--- config.mk ---
export PLATFORM = sky130hd
export DESIGN_NAME = mask_dec32
export DESIGN_NICKNAME = d
export VERILOG_FILES = /design/src/rtl/mask_dec32.sv
export SDC_FILE = /design/constraint.sdc
export NUM_CORES = 1
export LEC_CHECK = 0
export BUFFER_PORTS_ARGS = -buffer_cell sky130_fd_sc_hd__buf_4
export CORE_MARGIN = 2
export CORE_UTILIZATION = 50
export CTS_CLUSTER_DIAMETER = 80
export DETAILED_ROUTE_END_ITERATION = 7
export GPL_TIMING_DRIVEN = 0
export PLACE_DENSITY = 0.72
export SYNTH_ARGS = -nofsm -noshare
export SYNTH_HDL_FRONTEND = slang
export SYNTH_SLANG_ARGS = --single-unit
export TNS_END_PERCENT = 5
--- constraint.sdc ---
create_clock -name clk -period 4.2 [get_ports clk]
set_input_delay 0.21 -clock clk [delete_from_list [all_inputs] [get_ports clk]]
set_output_delay 0.21 -clock clk [all_outputs]
set_load 0.005 [all_outputs]
--- src/rtl/mask_dec32.sv ---
// mask_dec32 -- builds a WIDTH-bit select/enable mask one bit at a time.
//
// A stream of bit-index commands arrives over a valid/ready handshake.
// Each index is decoded to a one-hot word and applied to the live mask
// register as SET, CLR or TOG. A COMMIT command publishes the mask and its
// population count through a registered valid/ready output, then reloads
// the live mask with INIT_MASK. No new command is accepted while a
// published mask is waiting to be taken.
//
// Optional build macro: MASK_DEC32_ERR_EN
//   When defined, adds a sticky 'err' output. It flags redundant commands
//   (SET of a bit already 1, CLR of a bit already 0) and is cleared when a
//   COMMIT is accepted.
//
// Ports:
//   clk        in   rising-edge clock
//   rst_n      in   asynchronous active-low reset
//   in_valid   in   command valid
//   in_ready   out  command can be accepted (only while accumulating)
//   in_idx     in   [IDXW-1:0] bit index to decode
//   in_op      in   [1:0] 00 SET, 01 CLR, 10 TOG, 11 COMMIT (index ignored)
//   cur_mask   out  [WIDTH-1:0] live mask register
//   out_valid  out  published mask valid
//   out_ready  in   consumer takes the published mask
//   out_mask   out  [WIDTH-1:0] published mask
//   out_count  out  [IDXW:0] population count of out_mask
//   err        out  sticky redundant-command flag (MASK_DEC32_ERR_EN only)

module mask_dec32 #(
  parameter int               WIDTH     = 32,
  parameter logic [WIDTH-1:0] INIT_MASK = '0,
  parameter int               IDXW      = $clog2(WIDTH)
) (
  input  logic             clk,
  input  logic             rst_n,
  input  logic             in_valid,
  output logic             in_ready,
  input  logic [IDXW-1:0]  in_idx,
  input  logic [1:0]       in_op,
  output logic [WIDTH-1:0] cur_mask,
  output logic             out_valid,
  input  logic             out_ready,
  output logic [WIDTH-1:0] out_mask,
  output logic [IDXW:0]    out_count
`ifdef MASK_DEC32_ERR_EN
  ,
  output logic             err
`endif
);

  localparam logic [1:0] OP_SET    = 2'b00;
  localparam logic [1:0] OP_CLR    = 2'b01;
  localparam logic [1:0] OP_TOG    = 2'b10;
  localparam logic [1:0] OP_COMMIT = 2'b11;

  typedef enum logic {
    ACC,
    OUT
  } state_t;

  state_t           state;
  state_t           next_state;
  logic [WIDTH-1:0] one_hot;
  logic [WIDTH-1:0] next_mask;
  logic             take_in;
  logic             take_out;
  logic             do_commit;

  // Count is IDXW+1 bits so an all-ones mask (WIDTH) fits without overflow.
  function automatic logic [IDXW:0] popcount(input logic [WIDTH-1:0] v);
    logic [IDXW:0] c;
    c = '0;
    for (int i = 0; i < WIDTH; i++) begin
      c = c + {{IDXW{1'b0}}, v[i]};
    end
    return c;
  endfunction

  // Ready depends only on state, so there is no path from out_ready.
  assign in_ready  = (state == ACC);
  assign take_in   = in_valid && in_ready;
  assign take_out  = out_valid && out_ready;
  assign do_commit = take_in && (in_op == OP_COMMIT);

  // One-hot decode; a shift of a single 1 cannot wrap for any legal index.
  assign one_hot = {{(WIDTH-1){1'b0}}, 1'b1} << in_idx;

  // Next-state and next-mask logic
  always_comb begin
    next_state = state;
    next_mask  = cur_mask;
    case (state)
      ACC: begin
        if (take_in) begin
          case (in_op)
            OP_SET:    next_mask = cur_mask | one_hot;
            OP_CLR:    next_mask = cur_mask & ~one_hot;
            OP_TOG:    next_mask = cur_mask ^ one_hot;
            OP_COMMIT: begin
              next_mask  = INIT_MASK;
              next_state = OUT;
            end
            default:   next_mask = cur_mask;
          endcase
        end
      end
      OUT: begin
        if (take_out) begin
          next_state = ACC;
        end
      end
      default: next_state = ACC;
    endcase
  end

  always_ff @(posedge clk or negedge rst_n) begin
    if (!rst_n) begin
      state <= ACC;
    end else begin
      state <= next_state;
    end
  end

  // Live mask plus the published output registers. out_mask/out_count only
  // load on a commit, so they hold steady while waiting and after transfer.
  always_ff @(posedge clk or negedge rst_n) begin
    if (!rst_n) begin
      cur_mask  <= INIT_MASK;
      out_valid <= 1'b0;
      out_mask  <= '0;
      out_count <= '0;
    end else begin
      cur_mask <= next_mask;
      if (do_commit) begin
        out_mask  <= cur_mask;
        out_count <= popcount(cur_mask);
        out_valid <= 1'b1;
      end else if (take_out) begin
        out_valid <= 1'b0;
      end
    end
  end

`ifdef MASK_DEC32_ERR_EN
  logic redundant;

  // A SET of a 1 bit or a CLR of a 0 bit leaves the mask unchanged.
  assign redundant = take_in &&
                     (((in_op == OP_SET) && (|(cur_mask & one_hot))) ||
                      ((in_op == OP_CLR) && !(|(cur_mask & one_hot))));

  always_ff @(posedge clk or negedge rst_n) begin
    if (!rst_n) begin
      err <= 1'b0;
    end else if (do_commit) begin
      err <= 1'b0;
    end else if (redundant) begin
      err <= 1'b1;
    end
  end
`endif

endmodule

==> metrics.md, run 1 <==
| Metric | Value |
|---|---|
| Status | `complete, but fails checks` |
| Failing checks | `negative hold slack, negative setup slack` |
| Unrepaired setup endpoints after global routing | `true` |
| Total GRT Usage | `27.1%` |
| Final-layout fill cell count | `853` |
| TritonRoute pass-1 iters | `4` |
| Final hold slack | `-0.0131 ns` |
| Fmax | `212 MHz` |
| Final hold vios | `31` |
| Post-Place Setup Slack | `-0.515 ns` |
| Initial antenna violation count | `0` |
| # port buffers | `81` |
| Worst-Margin Slew | `0.946 ns` |
| Root buf cell | `clkbuf_8` |
| Htree depth | `3` |
| Post-synth EDFFs | `0` |
| Post-Synthesis Cells | `546` |
| Hold_buf cts | `0` |
| Hpwl dp | `9.93 mm` |
| Number of cell rows | `37` |
| WP data arrival | `4.97 ns` |
| Slew Limit Fails | `0` |
| Crit. End Element | `flop` |
| Req. time, crit path | `4.46 ns` |
| Tightest Hold Check Type | `in -> async` |
| M2 GR Usage | `44.9%` |
| Mean routed wirelength per cell | `17.7 um` |
| WS Path Type | `reg -> reg` |
| Syn avg cell area | `9.47 um2` |
| Sink Count | `72` |
| Async S/R FF share, synth | `100%` |
| Startpoint Class | `flop` |
| Share of cells above drive strength 1 | `26.5%` |
| Met3 usage | `4.70%` |
| Die height | `106 um` |
| Met1 GRT Util | `35.0%` |
| Yosys reg bits | `72` |
| Tmin final | `4.71 ns` |
| Fin worst setup slack | `-0.512 ns` |
| # IOs | `83` |
| Layout Skew | `0.0104 ns` |
| Syn nets | `652` |
| Syn-to-layout area delta | `26.9%` |
| Internal reg-to-reg setup slack | `-0.51 ns` |
| Placer Congestion | `0.883` |
| Clk buf depth | `2` |
| Clock transition at path regs | `0.09 ns` |
| Post-Route WL | `14.5 mm` |
| DR iter-0 viols | `241` |
| Num CTS Buffers | `9` |
| Layout Nets | `784` |
| Vias in the first global route | `4631` |
| Yosys Warn Count | `0` |
| Top_reg_cell synth | `dfrtp_1` |
| Post-Syn Area | `0.00517 mm2` |
| Die Area | `0.0112 mm2` |
| Vias/cell | `5.47` |
| Drt drc | `0` |
| Most used routing layer in global routing | `met2` |
| Max FO, Critical Path | `2` |
| CTS tree | `yes` |
| Chip width | `106 um` |
| Global-route wire length before repair | `23.5 mm` |
| Clock Latency Late Sink | `0.38 ns` |
| Synth cell types | `31` |
| Max_cap viols | `0` |
| Initial Util | `50.7%` |
| Sequential area share after synthesis | `34.9%` |
| ANT nets after route | `0` |
| Fin crit share | `112%` |
| Largest net degree at the start of global routing | `73` |
| Core Region | `0.0102 mm2` |
| # diodes | `0` |
| Vias | `4484` |
| Worst slew margin | `37.0%` |
| Total congestion overflow | `0` |
| # setup viols final | `7` |
stage by stage:
stage	instances	TNS, ns	utilization (%)	cell area [um2]	hold WS (ns)
2_1_floorplan	546	-0.984	-	5170	-0.0856
3_3_place_gp	763	-2.20	58.4	5950	0.419
3_5_place_dp	763	-2.41	58.4	5950	0.422
4_1_cts	818	-2.41	63.6	6480	0.0200
5_1_grt	819	-3.69	64.4	6560	0.0608
6_report	819	-2.82	64.4	6560	-0.0131
cell usage in the layout, fill, tap and decap left out, drive strengths merged, types with 3 or more instances in the layout:
master	n
nand2b	65
nand2	103
clkbuf	26
nor3b	3
nor2b	3
buf	138
fa	24
ha	71
inv	53
mux2	3
a32oi	32
and3b	4
clkinvlp	3
dfrtp	72
o21ai	66
timing repair:
item	CTS	global route
setup buffers	39	2
gates resized for setup	12	17
setup endpoints to repair	6	8
gates cloned	0	0
pin swaps	8	10
cell families after synthesis:
family                   count (synthesis)  share of synthesized area [%]
buffers and inverters                   84                           6.92
multiplexers                             3                          0.799
XOR/XNOR                                 1                          0.169
AO/OA/AOI/OAI                          105                           12.8
flip-flops                              72                           34.9
AND/OR/NAND/NOR                        186                           18.0
adder cells (fa/ha/maj)                 95                           26.5
final cells by class:
cell class / count / area, um2 / share of cell area (%)
repair buffers: 121 / 938 / 14.3
plain buffers: 31 / 159 / 2.42
well taps: 136 / 170 / 2.59
flip-flops and latches: 72 / 1810 / 27.5
inverters: 53 / 199 / 3.03
clock buffers: 12 / 155 / 2.37
multi-input cells: 390 / 3080 / 46.9
clock inverters: 4 / 52.6 / 0.801
cell usage after synthesis, types with 4 or more instances:
library cell  count  area, um2
a32oi_1          32        280
and3b_1           4       35.0
buf_2            11       55.1
buf_4             5       37.5
clkbuf_1         12       45.0
dfrtp_1          72       1800
fa_1             24        480
ha_1             71        888
inv_1            53        199
nand2_1         103        387
nand2b_1         65        407
o21ai_0          14       70.1
o21ai_1          52        260
metal layers:
| layer | part of all wire [%] | vias up | wire length, um |
|---|---|---|---|
| met5 | 0 | - | 0 |
| met4 | 2.6 | 0 | 372 |
| met3 | 5.9 | 29 | 852 |
| met2 | 49 | 154 | 7100 |
| met1 | 43 | 2232 | 6170 |
| li1 | - | 2069 | - |
registers in the layout (all words and copies together) (netlist names):
name	flops
cur_mask	32
out_valid	1
out_count	6
state	1
out_mask	32
critical path, cell delays in order, from the launching register on:
cell and delay (ns):
dfrtp_1 0.38, inv_2 0.05, buf_6 0.11, fa_2 0.55, inv_2 0.05, fa_2 0.55, fa_1 0.44, fa_1 0.48
fa_1 0.53, inv_2 0.04, fa_1 0.49, inv_2 0.05, ha_4 0.16, fa_2 0.37, nand3_2 0.10, and3b_1 0.16
o31ai_1 0.07
final timing paths:
path                                          startpoint                        to  depth (start not counted)
worst max-delay path            cur_mask[15]$_DFFE_PN0P_  out_count[4]$_DFFE_PN0P_                         16
worst min-delay path                               rst_n  out_count[0]$_DFFE_PN0P_                          1
worst max register to register  cur_mask[15]$_DFFE_PN0P_  out_count[4]$_DFFE_PN0P_                         16
worst min register to register   out_mask[8]$_DFFE_PN0P_   out_mask[8]$_DFFE_PN0P_                          2
max in group asynchronous                          rst_n   cur_mask[5]$_DFFE_PN0P_                          1
min in group clk                               out_ready     out_valid$_DFFE_PN0P_                          2
Power of run 1 is not shown: default switching activity piles up to over one toggle a cycle in this logic, so the estimate is an artifact.
==> run 2, diff against run 1 <==
Settings changed: SKIP_CTS_REPAIR_TIMING set to 1, TNS_END_PERCENT 5 to 10.
==> metrics.md, run 2 (synthesis results as in run 1) <==
| Metric | Value |
|---|---|
| Vias/cell | `5.35 (was 5.47)` |
| Clock transition at path regs | `0.08 ns (was 0.09 ns)` |
| # port buffers | `81 (unchanged)` |
| Largest net degree at the start of global routing | `73 (unchanged)` |
| Initial antenna violation count | `0 (unchanged)` |
| Layout Nets | `756 (was 784)` |
| Largest regs | `cur_mask: 32 flops, out_mask: 32 flops, out_count: 6 flops (unchanged)` |
| ANT nets after route | `0 (unchanged)` |
| Met3 usage | `4.27% (was 4.70%)` |
| Number of cell rows | `37 (unchanged)` |
| CTS tree | `yes (unchanged)` |
| Worst Reg-to-Reg Cells | `15 (was 16)` |
| Global-route wire length before repair | `22.0 mm (was 23.5 mm)` |
| Placer Congestion | `0.883 (unchanged)` |
| Setup TNS | `-2.13 ns (was -2.82 ns)` |
| Worst slew margin | `37.8% (was 37.0%)` |
| # diodes | `0 (unchanged)` |
| Die Area | `0.0112 mm2 (unchanged)` |
| Max FO, Critical Path | `3 (was 2)` |
| Fin worst setup slack | `-0.468 ns (was -0.512 ns)` |
| Unrepaired setup endpoints after global routing | `true (unchanged)` |
| Drt drc | `0 (unchanged)` |
| Commonest non-fill, non-tap cell in the layout | `nand2_1 (was buf_4)` |
| Max_cap viols | `0 (unchanged)` |
| Total congestion overflow | `0 (unchanged)` |
| Mean routed wirelength per cell | `16.9 um (was 17.7 um)` |
| Chip width | `106 um (unchanged)` |
| Clock Latency Late Sink | `0.37 ns (was 0.38 ns)` |
| Fmax | `214 MHz (was 212 MHz)` |
| Failing checks | `negative hold slack, negative setup slack (unchanged)` |
| M2 GR Usage | `42.5% (was 44.9%)` |
| Hpwl dp | `9.93 mm (unchanged)` |
| Core Region | `0.0102 mm2 (unchanged)` |
| Num CTS Buffers | `9 (unchanged)` |
| Multi-input logic area | `0.00303 mm2 (was 0.00308 mm2)` |
| # setup viols final | `6 (was 7)` |
| Syn-to-layout area delta | `21.2% (was 26.9%)` |
| Commonest cells after routing, fill and taps aside | `nand2_1, buf_4, dfrtp_1, ha_1, nand2b_1 (was buf_4, nand2_1, dfrtp_1, ha_1, nand2b_1)` |
| Post-Route WL | `13.3 mm (was 14.5 mm)` |
| Share of cells above drive strength 1 | `22.0% (was 26.5%)` |
| Final hold slack | `-0.0167 ns (was -0.0131 ns)` |
| Vias in the first global route | `4384 (was 4631)` |
| Clk buf depth | `2 (unchanged)` |
| Root buf cell | `clkbuf_8 (unchanged)` |
| Crit. End Element | `flop (unchanged)` |
| Slew Limit Fails | `0 (unchanged)` |
| Die height | `106 um (unchanged)` |
| Htree depth | `3 (unchanged)` |
| Total GRT Usage | `25.1% (was 27.1%)` |
| Sink Count | `72 (unchanged)` |
| Status | `complete, but fails checks (unchanged)` |
| TritonRoute pass-1 iters | `6 (was 4)` |
| Final hold vios | `25 (was 31)` |
| Req. time, crit path | `4.46 ns (about the same)` |
| Most used routing layer in global routing | `met2 (unchanged)` |
| WS Path Type | `reg -> reg (unchanged)` |
| WP data arrival | `4.93 ns (was 4.97 ns)` |
| # IOs | `83 (unchanged)` |
| Met1 GRT Util | `32.4% (was 35.0%)` |
| Register area | `0.00180 mm2 (was 0.00181 mm2)` |
| Vias | `4231 (was 4484)` |
| Layout Skew | `0.00639 ns (was 0.0104 ns)` |
| Tmin final | `4.67 ns (was 4.71 ns)` |
| Final-layout fill cell count | `902 (was 853)` |
| Fin crit share | `111% (was 112%)` |
| DR iter-0 viols | `223 (was 241)` |
| Worst-Margin Slew | `0.933 ns (was 0.946 ns)` |
| Initial Util | `50.7% (unchanged)` |
| Startpoint Class | `flop (unchanged)` |
| Tightest Hold Check Type | `in -> async (unchanged)` |
run 2: cell count changes in the layout (fill, tap and decap cells not counted), sizes merged:
cell	change
buf	-28
run 2: final timing paths:
path,start,end,slack (ns)
setup reg to reg,cur_mask[15]$_DFFE_PN0P_,out_count[2]$_DFFE_PN0P_,-0.47
hold reg to reg,out_mask[8]$_DFFE_PN0P_,out_mask[8]$_DFFE_PN0P_,0.49
setup / recovery,cur_mask[15]$_DFFE_PN0P_,out_count[2]$_DFFE_PN0P_,-0.47
max in group asynchronous,rst_n,out_mask[22]$_DFFE_PN0P_,3.63
min in group clk,out_ready,out_valid$_DFFE_PN0P_,0.05
hold / removal,rst_n,out_mask[6]$_DFFE_PN0P_,-0.02
run 2: layer usage:
layer  up-vias  routed length (um)
met3        14                 621
met4         0                 228
met5         -                   0
met1      2097                5790
li1       2018                   -
met2       102                6690
run 2: through the flow:
stage	worst slack [ns]	cell area (um2)	hold WS (ns)	utilization, %	std cells
finish	-0.468	6260	-0.0167	61.5	791
global route	-0.627	6260	0.0608	61.5	791
CTS	-0.586	6160	0.0201	60.5	779
detailed placement	-0.515	5950	0.422	58.4	763
global placement	-0.489	5950	0.419	58.4	763
floorplan	-0.247	5170	-0.0856	-	546
run 2: area by class of cell:
type / count / share of cell area (%)
repair buffers: 93 / 11.1
well taps: 136 / 2.72
plain buffers: 31 / 2.54
flip-flops and latches: 72 / 28.8
clock buffers: 12 / 2.48
multi-input cells: 390 / 48.4
clock inverters: 4 / 0.839
inverters: 53 / 3.18
run 2: worst max-delay path, stage by stage (launching register included):
cell and delay, ns:
dfrtp_1 0.36, inv_2 0.06, fa_1 0.58, inv_1 0.07, fa_1 0.52, fa_1 0.45
fa_1 0.51, fa_1 0.55, inv_2 0.04, fa_1 0.47, inv_1 0.04, ha_2 0.17
fa_2 0.36, buf_4 0.15, xnor2_1 0.14, o21ai_1 0.07
Power of run 2 is left out for the same reason.
